==> config.mk <==
export PLATFORM = sky130hd
export DESIGN_NAME = binary_down_timer_flat
export DESIGN_NICKNAME = d
export VERILOG_FILES = /design/src/rtl/binary_down_timer_if.sv /design/src/rtl/binary_down_timer.sv /design/src/flat_wrapper.sv
export SDC_FILE = /design/constraint.sdc
export NUM_CORES = 1
export LEC_CHECK = 0
export ABC_AREA = 1
export ABC_CLOCK_PERIOD_IN_PS = 3200
export CORE_MARGIN = 1
export CORE_UTILIZATION = 31
export CTS_CLUSTER_DIAMETER = 40
export DETAILED_ROUTE_END_ITERATION = 8
export PLACE_DENSITY = 0.59
export SKIP_CTS_REPAIR_TIMING = 1
export SYNTH_ARGS = -nofsm -noshare
export SYNTH_HDL_FRONTEND = slang
export SYNTH_SLANG_ARGS = --single-unit
==> constraint.sdc <==
create_clock -name clk -period 3.2 [get_ports clk]
set_input_delay 0.64 -clock clk [delete_from_list [all_inputs] [get_ports clk]]
set_output_delay 0.64 -clock clk [all_outputs]
set_load 0.02 [all_outputs]
==> src/rtl/binary_down_timer_if.sv <==
// Control and status bundle of the loadable binary down-timer.
// The master side issues load/pause/mode; the slave side (the timer) returns count and status.
interface binary_down_timer_if #(
    parameter int WIDTH = 4
);
    logic             load;
    logic [WIDTH-1:0] load_val;
    logic             auto_reload;
    logic             pause;
    logic [WIDTH-1:0] count;
    logic             busy;
    logic             tc;
    logic             done;

    modport master (
        output load, load_val, auto_reload, pause,
        input  count, busy, tc, done
    );

    modport slave (
        input  load, load_val, auto_reload, pause,
        output count, busy, tc, done
    );
endinterface

==> src/rtl/binary_down_timer.sv <==
// Loadable binary down-counter with one-shot or auto-reload mode and a
// single-cycle terminal-count pulse on every expiry.
module binary_down_timer #(
    parameter int WIDTH = 4
) (
    input  logic                 clk,
    input  logic                 reset,
    binary_down_timer_if.slave   bus
);

    typedef enum logic [1:0] {
        IDLE = 2'd0,
        RUN  = 2'd1,
        DONE = 2'd2
    } state_t;

    state_t           state, state_nxt;
    logic [WIDTH-1:0] count_q, count_nxt;
    logic [WIDTH-1:0] reload_q, reload_nxt;
    logic             tc_q, tc_nxt;
    logic             busy_q, busy_nxt;
    logic             done_q, done_nxt;

    always_ff @(posedge clk) begin
        if (reset) begin
            state    <= IDLE;
            count_q  <= '0;
            reload_q <= '0;
            tc_q     <= 1'b0;
            busy_q   <= 1'b0;
            done_q   <= 1'b0;
        end else begin
            state    <= state_nxt;
            count_q  <= count_nxt;
            reload_q <= reload_nxt;
            tc_q     <= tc_nxt;
            busy_q   <= busy_nxt;
            done_q   <= done_nxt;
        end
    end

    // A load wins over everything in the current edge, including a pending expiry,
    // so a restart on the expiry edge never emits a stale tc.
    always_comb begin
        state_nxt  = state;
        count_nxt  = count_q;
        reload_nxt = reload_q;
        tc_nxt     = 1'b0;
        busy_nxt   = busy_q;
        done_nxt   = done_q;

        if (bus.load) begin
            state_nxt  = RUN;
            count_nxt  = bus.load_val;
            reload_nxt = bus.load_val;
            busy_nxt   = 1'b1;
            done_nxt   = 1'b0;
        end else begin
            case (state)
                RUN: begin
                    if (!bus.pause) begin
                        if (count_q != '0) begin
                            count_nxt = count_q - WIDTH'(1);
                        end else begin
                            tc_nxt = 1'b1;
                            if (bus.auto_reload) begin
                                count_nxt = reload_q;
                            end else begin
                                state_nxt = DONE;
                                busy_nxt  = 1'b0;
                                done_nxt  = 1'b1;
                            end
                        end
                    end
                end
                IDLE, DONE: begin
                    state_nxt = state;
                end
                default: begin
                    state_nxt = IDLE;
                    busy_nxt  = 1'b0;
                    done_nxt  = 1'b0;
                end
            endcase
        end
    end

    assign bus.count = count_q;
    assign bus.busy  = busy_q;
    assign bus.tc    = tc_q;
    assign bus.done  = done_q;

endmodule

==> src/flat_wrapper.sv <==
// flat-port wrapper written by rule: the top's interface ports become plain ports
module binary_down_timer_flat 
#(
    parameter int WIDTH = 4
)
  (clk, reset, bus_load, bus_load_val, bus_auto_reload, bus_pause, bus_count, bus_busy, bus_tc, bus_done);
  binary_down_timer_if #(.WIDTH(WIDTH)) bus_i ();
  input  logic clk;
  input  logic reset;
  input wire logic [$bits(bus_i.load)-1:0] bus_load;
  input wire logic [$bits(bus_i.load_val)-1:0] bus_load_val;
  input wire logic [$bits(bus_i.auto_reload)-1:0] bus_auto_reload;
  input wire logic [$bits(bus_i.pause)-1:0] bus_pause;
  output wire logic [$bits(bus_i.count)-1:0] bus_count;
  output wire logic [$bits(bus_i.busy)-1:0] bus_busy;
  output wire logic [$bits(bus_i.tc)-1:0] bus_tc;
  output wire logic [$bits(bus_i.done)-1:0] bus_done;
  assign bus_i.load = bus_load;
  assign bus_i.load_val = bus_load_val;
  assign bus_i.auto_reload = bus_auto_reload;
  assign bus_i.pause = bus_pause;
  assign bus_count = bus_i.count;
  assign bus_busy = bus_i.busy;
  assign bus_tc = bus_i.tc;
  assign bus_done = bus_i.done;
  binary_down_timer #(.WIDTH(WIDTH)) u_core (.clk(clk), .reset(reset), .bus(bus_i));
endmodule
==> impl_metrics.yaml <==
run_status:
  status: "finished, final reports clean"
timing:
  max_slew_margin: 0.778
  period_share: 0.635
  rsz0062_at_grt: "false"
  hold_viol_final: 0
  setup_viol: 0
  fin_hold_ws_ns: 0.458
  worstMarginPinSlew_ns: 0.332
  fmax_mhz: 492
  maxSlewViolCount: 0
  fin_tns_setup_ns: 0
  worst_clock_skew_ns: 0.0110
  period_minus_slack_ns: 2.03
pwr:
  powerDensity_nw_per_um2: 457
  power_uw: 362
  p_leak_nw: 0.363
  peakVddDrop_mv: 0.242
critical_path:
  cp-end-kind: "output port"
  critPathTopFamily: "buffers and inverters"
  cp.depth: 1
  cp_data_required_time_ns: 2.56
  cp_slowest_cell: "clkdlybuf4s50_1"
  critPathKind: "reg2out"
  crit_start: "u_core.bus.count[2]"
  r2r_start: "u_core.bus.count[0]"
  cpPeakStageDelay_ns: 0.65
  r2r_cells: 9
  path_buf_inv: 1
  crit_chain: "clkdlybuf4s50_1"
  crit_fanout: 6
  worst_setup_path_start_kind: "flip-flop"
  crit_arrival_ns: 1.39
yosys:
  yosys-top-cells-area: "dfxtp_1 37%, nand2_1 19%, inv_1 8.2%, nor2_1 7.5%, nand3_1 6.7%"
  synth_top_family_by_area: "simple AND/OR/NAND/NOR gates"
  yosys.area_share.simple: 0.423
  ys_ff_latch: 11
  synth.most_common_cell: "nand2_1"
  synth_fp_nets: 104
  synth_top_area_share: 0.369
  ys_seq_area_frac: 0.369
  syn_inst: 94
  yosysTopAreaCell: "dfxtp_1"
  yosysWarnings: 0
  syn_area_um2: 597
  synth_edf_count: 0
  synth.cells.most_frequent: "30 x nand2_1, 13 x inv_1, 12 x nor2_1, 11 x dfxtp_1, 8 x nand3_1"
  synth_compound_area_frac: 0.0839
  synth_fa_ha_area_frac: 0.0210
  synth_cell_types: 16
  synthMuxAreaShare: 0
  async_flop_share: 0
  synth_ff_type: "dfxtp_1"
  synth_xor_area_frac: 0
  avgSynthCellArea_um2: 6.35
clock_tree:
  cts.clk_slew.worst_paths_ns: 0.08
  clock_latency_ns: 0.27
  ctsHtreeMaxLevel: 1
  cts_sinks: 11
  cts_root_buf: "clkbuf_4"
  numCtsBuffers: 3
  cts_tree: "done"
  cts_buffer_depth: 2
drt:
  first_pass_iters: 4
  vias: 637
  ant_nets: 0
  wl_per_cell_um: 10.1
  wl_mm: 1.37
  drtIter0Drc: 20
  wl_met2_um: 599
  top_layer: "met4"
  wl_met3_um: 73
  drc: 0
  vias_per_cell: 4.68
  drt-met1-wl_um: 687
floorplan:
  row_count: 15
  fp.dieW_um: 45.9
  ios: 16
  core_area_um2: 1760
  dieArea_um2: 2100
  initial_core_util: 0.338
  fp.dieH_um: 45.9
cells_and_area:
  n_antenna_cell: 0
  drive_gt1_frac: 0.0450
  fin_nets: 122
  design_area_um2: 792
  syn_to_final_growth_pct: 32.7
grt:
  antenna_found_initial: 0
  grt_max_degree: 14
  grt_pass1_vias: 522
  grt_pass1_wl_mm: 2.20
  track_usage: 0.143
  grt.overflow.total: 0
place:
  dpl_cell_area_um2: 766
  hpwl_mm: 1.08
  io_buffer_count: 15
  place.gp.congestion: 0.888
worst_hold_path:
  hold_class: "reg2reg"
  holdPathStages: 2
  hp-start: "u_core.reload_q[1]"
run:
  maxCapViolations: 0
## per-stage QoR
step                instances   util  setup slack (ns)
floorplan                  94      -              1.79
global placement          132  0.434              1.20
detailed placement        132  0.434              1.16
CTS                       136  0.449              1.16
global route              136  0.449              1.10
finish                    136  0.449              1.17
## cell type report
type	instances	area (µm²)
clock buffers	4	26.3
fillers	191	972
inverters	13	48.8
multi-input cells	68	315
flip-flops and latches	11	220
well taps	25	31.3
repair buffers	15	150
## path summary, 6_finish.rpt
| path | end | slack, ns |
|---|---|---|
| worst min register to register | u_core.reload_q[1] | 0.46 |
| worst max-delay path | bus_count[2] | 1.17 |
| worst min-delay path | u_core.reload_q[1] | 0.46 |
| worst max register to register | u_core.bus.count[2] | 1.73 |
## routing by layer
layer | GRT usage | vias to the layer above
li1 | - | 330
met1 | 0.214 | 287
met2 | 0.200 | 18
met3 | 0.0238 | 2
met4 | 0.0588 | 0
met5 | 0 | -
## kinds of logic after synthesis
group	count (synthesis)
simple gates	57
buf+inv	15
flops	11
compound gates	10
fa+ha+maj	1
## power by group
group          leakage, nW  total (mW)  internal (mW)  switching, mW
Sequential          0.0907       0.156          0.147        0.00925
Combinational        0.257       0.109         0.0467         0.0623
Clock               0.0150      0.0968         0.0481         0.0487
Total                0.363       0.362          0.241          0.120
## cells in the final DEF (no fill, tap or decap)
| master | netlist | final |
|---|---|---|
| nor2_4 | 1 | 1 |
| inv_1 | 13 | 13 |
| nand3_2 | 1 | 1 |
| clkbuf_4 | 0 | 3 |
| dfxtp_1 | 11 | 11 |
| ha_1 | 1 | 1 |
| nand3b_1 | 2 | 2 |
| a21oi_1 | 7 | 7 |
| nor4_1 | 1 | 1 |
| clkbuf_1 | 0 | 1 |
| nor2_1 | 12 | 12 |
| nand3_1 | 8 | 8 |
| or2_1 | 1 | 1 |
| o21ai_0 | 3 | 3 |
| clkdlybuf4s50_1 | 0 | 15 |
| nand2_1 | 30 | 30 |
| nand4_1 | 1 | 1 |
## sequential cells by signal, summed over array words and instances, names as in the netlist
| name | cells |
|---|---|
| u_core.bus.busy | 1 |
| u_core.state | 1 |
| u_core.bus.tc | 1 |
| u_core.bus.count | 4 |
| u_core.reload_q | 4 |
Note: power is estimated with default switching activity, not from simulation.
